**src/rtl/inject_sched.sv**
```systemverilog
// Round-robin injection scheduler and drain/config sequencer in front of one node_4.
// Define INJ_STATS_EN to build the issue_cnt counter; otherwise issue_cnt is tied to 0.
module inject_sched #(
  parameter int LG_NUMPROCS   = 2,
  parameter int PAYLOAD_WIDTH = 32,
  parameter int NUM_REQ       = 4,
  parameter int INJ_GAP       = 2,
  parameter int DRAIN_CYCLES  = 8,
  parameter int CFG_HOLD      = 2,
  localparam int FLIT_CHILD_WIDTH = PAYLOAD_WIDTH + 52,
  localparam int VALID_POS        = PAYLOAD_WIDTH + 49,
  localparam int NEWCOMM_WIDTH    = (LG_NUMPROCS + 2) * 9 + LG_NUMPROCS * 2 + 2 + 8
) (
  input  logic                                clk,
  input  logic                                rst,
  input  logic [NUM_REQ-1:0]                  req_valid,
  input  logic [NUM_REQ*FLIT_CHILD_WIDTH-1:0] req_flit,
  input  logic [NUM_REQ*3-1:0]                req_dir,
  output logic [NUM_REQ-1:0]                  req_ready,
  input  logic                                cfg_valid,
  input  logic [NEWCOMM_WIDTH-1:0]            cfg_data,
  output logic                                cfg_ready,
  output logic [FLIT_CHILD_WIDTH-1:0]         inject_xpos,
  output logic [FLIT_CHILD_WIDTH-1:0]         inject_ypos,
  output logic [FLIT_CHILD_WIDTH-1:0]         inject_xneg,
  output logic [FLIT_CHILD_WIDTH-1:0]         inject_yneg,
  output logic [FLIT_CHILD_WIDTH-1:0]         reduce_me,
  output logic [NEWCOMM_WIDTH-1:0]            newcomm,
  output logic                                busy,
  output logic [7:0]                          drop_cnt,
  output logic [31:0]                         issue_cnt
);

  localparam int PW = (NUM_REQ > 1) ? $clog2(NUM_REQ) : 1;
  localparam int CW = (INJ_GAP > 1) ? $clog2(INJ_GAP) : 1;
  localparam int DW = (DRAIN_CYCLES > 0) ? $clog2(DRAIN_CYCLES + 1) : 1;
  localparam int HW = (CFG_HOLD > 1) ? $clog2(CFG_HOLD) : 1;
  localparam logic [FLIT_CHILD_WIDTH-1:0] VALID_BIT = FLIT_CHILD_WIDTH'(1) << VALID_POS;

  typedef enum logic [1:0] {RUN, DRAIN, CFG} state_t;

  state_t                      state, state_next;
  logic [DW-1:0]               drain_cnt;
  logic [HW-1:0]               hold_cnt;
  logic [PW-1:0]               ptr, grant_idx, idx;
  logic                        found, issue_valid;
  logic [NUM_REQ-1:0]          elig;
  logic [7:0]                  port_free;
  logic [2:0]                  grant_dir;
  logic [FLIT_CHILD_WIDTH-1:0] issue_flit;
  logic [2:0]                  dir  [NUM_REQ];
  logic [FLIT_CHILD_WIDTH-1:0] flit [NUM_REQ];
  logic [CW-1:0]               cool [5];
  logic [FLIT_CHILD_WIDTH-1:0] port_q [5];

  for (genvar g = 0; g < NUM_REQ; g++) begin : g_unpack
    assign dir[g]  = req_dir[g*3 +: 3];
    assign flit[g] = req_flit[g*FLIT_CHILD_WIDTH +: FLIT_CHILD_WIDTH];
  end

  // Illegal directions (5-7) have no cooldown, so they always look free.
  always_comb begin
    port_free = '1;
    for (int p = 0; p < 5; p++) port_free[p] = (cool[p] == '0);
    elig = '0;
    for (int i = 0; i < NUM_REQ; i++)
      elig[i] = req_valid[i] && port_free[dir[i]] && (state == RUN) && !cfg_valid;
    found     = 1'b0;
    grant_idx = '0;
    idx       = '0;
    for (int k = 0; k < NUM_REQ; k++) begin
      idx = PW'((int'(ptr) + k) % NUM_REQ);
      if (!found && elig[idx]) begin
        found     = 1'b1;
        grant_idx = idx;
      end
    end
    req_ready = '0;
    if (found) req_ready[grant_idx] = 1'b1;
    grant_dir   = dir[grant_idx];
    issue_flit  = flit[grant_idx] | VALID_BIT;
    issue_valid = found && (grant_dir <= 3'd4);
  end

  always_ff @(posedge clk) begin
    if (!rst) begin
      ptr      <= '0;
      drop_cnt <= '0;
      for (int p = 0; p < 5; p++) begin
        port_q[p] <= '0;
        cool[p]   <= '0;
      end
    end else begin
      if (found) ptr <= (grant_idx == PW'(NUM_REQ - 1)) ? '0 : grant_idx + 1'b1;
      if (found && !issue_valid && drop_cnt != 8'hFF) drop_cnt <= drop_cnt + 1'b1;
      for (int p = 0; p < 5; p++) begin
        if (issue_valid && grant_dir == 3'(p)) begin
          port_q[p] <= issue_flit;
          cool[p]   <= CW'(INJ_GAP - 1);
        end else begin
          port_q[p] <= '0;
          if (cool[p] != '0) cool[p] <= cool[p] - 1'b1;
        end
      end
    end
  end

  always_ff @(posedge clk) begin
    if (!rst) state <= RUN;
    else      state <= state_next;
  end

  // Drain ends when the counter would reach zero, giving exactly DRAIN_CYCLES idle cycles.
  always_comb begin
    state_next = state;
    cfg_ready  = 1'b0;
    case (state)
      RUN:     if (cfg_valid) state_next = DRAIN;
      DRAIN:   if (drain_cnt <= DW'(1)) state_next = CFG;
      CFG: begin
        if (hold_cnt == '0) begin
          cfg_ready  = 1'b1;
          state_next = RUN;
        end
      end
      default: state_next = RUN;
    endcase
  end

  always_ff @(posedge clk) begin
    if (!rst) begin
      drain_cnt <= '0;
      hold_cnt  <= '0;
      newcomm   <= '0;
    end else begin
      if (state == RUN && state_next == DRAIN) drain_cnt <= DW'(DRAIN_CYCLES);
      else if (state == DRAIN && drain_cnt != '0) drain_cnt <= drain_cnt - 1'b1;
      if (state != CFG && state_next == CFG) hold_cnt <= HW'(CFG_HOLD - 1);
      else if (state == CFG && hold_cnt != '0) hold_cnt <= hold_cnt - 1'b1;
      newcomm <= (state_next == CFG) ? cfg_data : '0;
    end
  end

  assign busy        = (state != RUN);
  assign inject_xpos = port_q[0];
  assign inject_ypos = port_q[1];
  assign inject_xneg = port_q[2];
  assign inject_yneg = port_q[3];
  assign reduce_me   = port_q[4];

`ifdef INJ_STATS_EN
  logic [31:0] issue_q;

  always_ff @(posedge clk) begin
    if (!rst)             issue_q <= '0;
    else if (issue_valid) issue_q <= issue_q + 32'd1;
  end

  assign issue_cnt = issue_q;
`else
  assign issue_cnt = '0;
`endif

endmodule

```
**config.mk**
```make
export PLATFORM = sky130hd
export DESIGN_NAME = inject_sched
export DESIGN_NICKNAME = d
export VERILOG_FILES = /design/src/rtl/inject_sched.sv
export SDC_FILE = /design/constraint.sdc
export NUM_CORES = 1
export LEC_CHECK = 0
export ABC_AREA = 1
export BUFFER_PORTS_ARGS = -buffer_cell sky130_fd_sc_hd__buf_2
export CORE_AREA = 2 2 359 361
export DETAILED_ROUTE_END_ITERATION = 8
export DIE_AREA = 0 0 361 363
export GPL_TIMING_DRIVEN = 0
export MAX_ROUTING_LAYER = met4
export PLACE_DENSITY_LB_ADDON = 0.25
export REMOVE_ABC_BUFFERS = 1
export SLEW_MARGIN = 20
export SYNTH_ARGS = -nofsm -noshare
export SYNTH_HDL_FRONTEND = slang
export SYNTH_SLANG_ARGS = --single-unit
```
**constraint.sdc**
```tcl
create_clock -name clk -period 4.7 [get_ports clk]
set_input_delay 0.47 -clock clk [delete_from_list [all_inputs] [get_ports clk]]
set_output_delay 0.47 -clock clk [all_outputs]
set_load 0.02 [all_outputs]
```
==> out/metrics.cfg <==
[sta]
fmax_ghz = 0.2343
hold_violations = 0
clock_skew_ns = 0.01692
setup_violations = 0
slew_headroom_pct = 45.87
worstMarginPinSlew_ns = 0.8119
whs_ns = 0.07073
maxSlewViolCount = 0
rsz0062_at_grt = no
finalCritPeriodShare_pct = 90.82
post-route-min-period_ns = 4.268

[synthesis]
synthesis.area_um2 = 19640
synth_area_leaders = edfxtp_1 52%, dfxtp_1 15%, nor2_1 9.4%, nand2_1 6.6%, a32o_1 4.2%
synth-seq-cells = 492
yosysTopAreaCell = edfxtp_1
synthCells = 1859
synth_warnings = 0
synth_top_area_share_pct = 52.14
avgSynthCellArea_um2 = 10.56
yosysUniqueCellTypes = 32
yosysSeqAreaShare_pct = 67.53

[die]
die-area_um2 = 131000
dieHeight_um = 363
rows = 131
start_util_pct = 15.46
die_w_um = 361
coreArea_um2 = 127000
io_pins = 921

[cts]
htree_levels = 2
clkTransAtPathRegs_ns = 0.06
root_buffer = clkbuf_16
clk_latency_ns = 0.65
clockBufferDepth = 3
cts.sinks = 492
tritoncts = built
cts_buffers = 59

[drt]
vias_per_cell = 3.562
ant_nets = 0
drc = 0
first_iter_violations = 1014
drtPass1Iterations = 5
routedWlPerCell_um = 17.04
vias = 17165
totalWireLength_um = 82100

[final_layout]
mostFrequentLayoutCells = 884 x buf_2, 490 x nor2_1, 368 x conb_1
layout-drive-gt1-share_pct = 32.63
area_delta_synth_final_pct = 51.02
final_common_cell = buf_2
final_net_count = 3507

[place]
dp_hpwl_um = 62670
io_buffer_count = 884
gp_congestion = 0.7655

[grt]
track_usage_pct = 12.33
grt_pass1_wl_um = 114500
grt_pass1_vias = 16664
antenna_found_initial = 36
grt_overflow = 0
grt_max_degree = 97

[worst_setup_path]
cp.arrival_ns = 3.80
cp_max_fo = 73
worstSetupPathType = reg -> out
critPathRequiredTime_ns = 4.23
crit_path_end_kind = output pin
worst_setup_path_start_kind = flop

[hold_path]
hold_class = in -> reg

[power_and_ir_drop]
power_mw = 22.94
p_leak_nw = 13.95
p_per_area_nw_per_um2 = 773.5
ir_drop_mv = 1.028

[run]
cap_violations = 0

[run_status]
status = finished clean

## worst max-delay path, cell delays in order (launching register included)
cell      delay (ns)
edfxtp_1        0.35
inv_1           0.12
nand2_1         0.09
nand3_1         0.07
nand2_1         0.08
nand2_1         0.08
nand3_1         0.12
nand2_2         0.10
o21ai_4         0.21
nand4_2         0.46
nand3_4         0.35
buf_16          0.25
inv_12          0.15
ha_1            0.30
inv_1           0.05
nor2_1          0.03
buf_2           0.17
## worst paths after layout
check,from,end,slack [ns],depth (start not counted)
worst max-delay path,cool[1],req_ready[3],0.43,16
worst min-delay path,cfg_data[20],newcomm[20],0.07,3
worst max register to register,cool[1],port_q[1][32],0.56,16
worst min register to register,hold_cnt,hold_cnt,0.48,2
## stage by stage
stage          instances  setup TNS [ns]  utilization [%]  setup WS, ns  cell area [um2]
2_1_floorplan       2082         -732.25                -        -1.993            20200
3_3_place_gp        4628        -2962.92            21.02        -7.260            26700
3_5_place_dp        4646               0            21.43       0.06147            27220
4_1_cts             4802               0            23.30       0.01047            29600
5_1_grt             4819               0            23.35        0.1384            29660
6_report            4819               0            23.35        0.4315            29660
## cells in the mapped netlist, drive strengths merged
cell type / count
a211oi: 2
a21oi: 94
a32o: 83
a41oi: 1
buf: 97
clkbuf: 46
conb: 2
dfxtp: 151
edfxtp: 341
ha: 8
inv: 105
nand2: 354
nand3: 48
nand4: 12
nor2: 493
nor3: 8
nor3b: 1
o21ai: 9
or2: 1
xnor2: 1
xor2: 2
## final cells by class
class	count	area [um2]
diodes	13	32.53
clock buffers	89	1702
clock inverters	22	220.2
fillers	13993	97370
inverters	105	406.6
multi-input cells	1486	6605
flip-flops and latches	492	13260
well taps	1662	2079
repair buffers	950	5353
## state kept, by name (all words and copies together) (netlist names)
register	cells
state	2
drain_cnt	4
ptr	2
port_q	420
drop_cnt	8
hold_cnt	1
newcomm	50
cool	5
## power by group
group	leakage [nW]	switching, mW	internal (mW)
Combinational	8.28	8.99	3.34
Sequential	4.74	0.238	5.80
Clock	0.933	1.95	2.62
## logic make-up after synthesis
group,Yosys count,share of synthesized area (%)
DFF,492,67.53
other,2,0.03824
xor gates and xnor gates,3,0.1338
buffers and inverters,248,6.167
adders and majority gates,8,0.5097
and+or+nand+nor,917,18.53
AOI/OAI and AO/OA,189,7.091
## layer usage
layer  GRT usage, %  routed length [um]  up-vias
li1               -                   -     8328
met2          21.10               40720      666
met3          3.716                6433      120
met5              -                   0        -
met1          13.92               32890     8051
met4          3.355                2057        0
## repair_timing
item                                    CTS  global route
hold endpoints to repair                 44             0
hold buffers                             44             0
gates cloned                              1             0
pin swaps                                 1             1
gates resized for setup                   1             0
endpoints found under the setup margin    2             3
setup buffers                             0             4
Note: power is estimated with default switching activity, not from simulation.
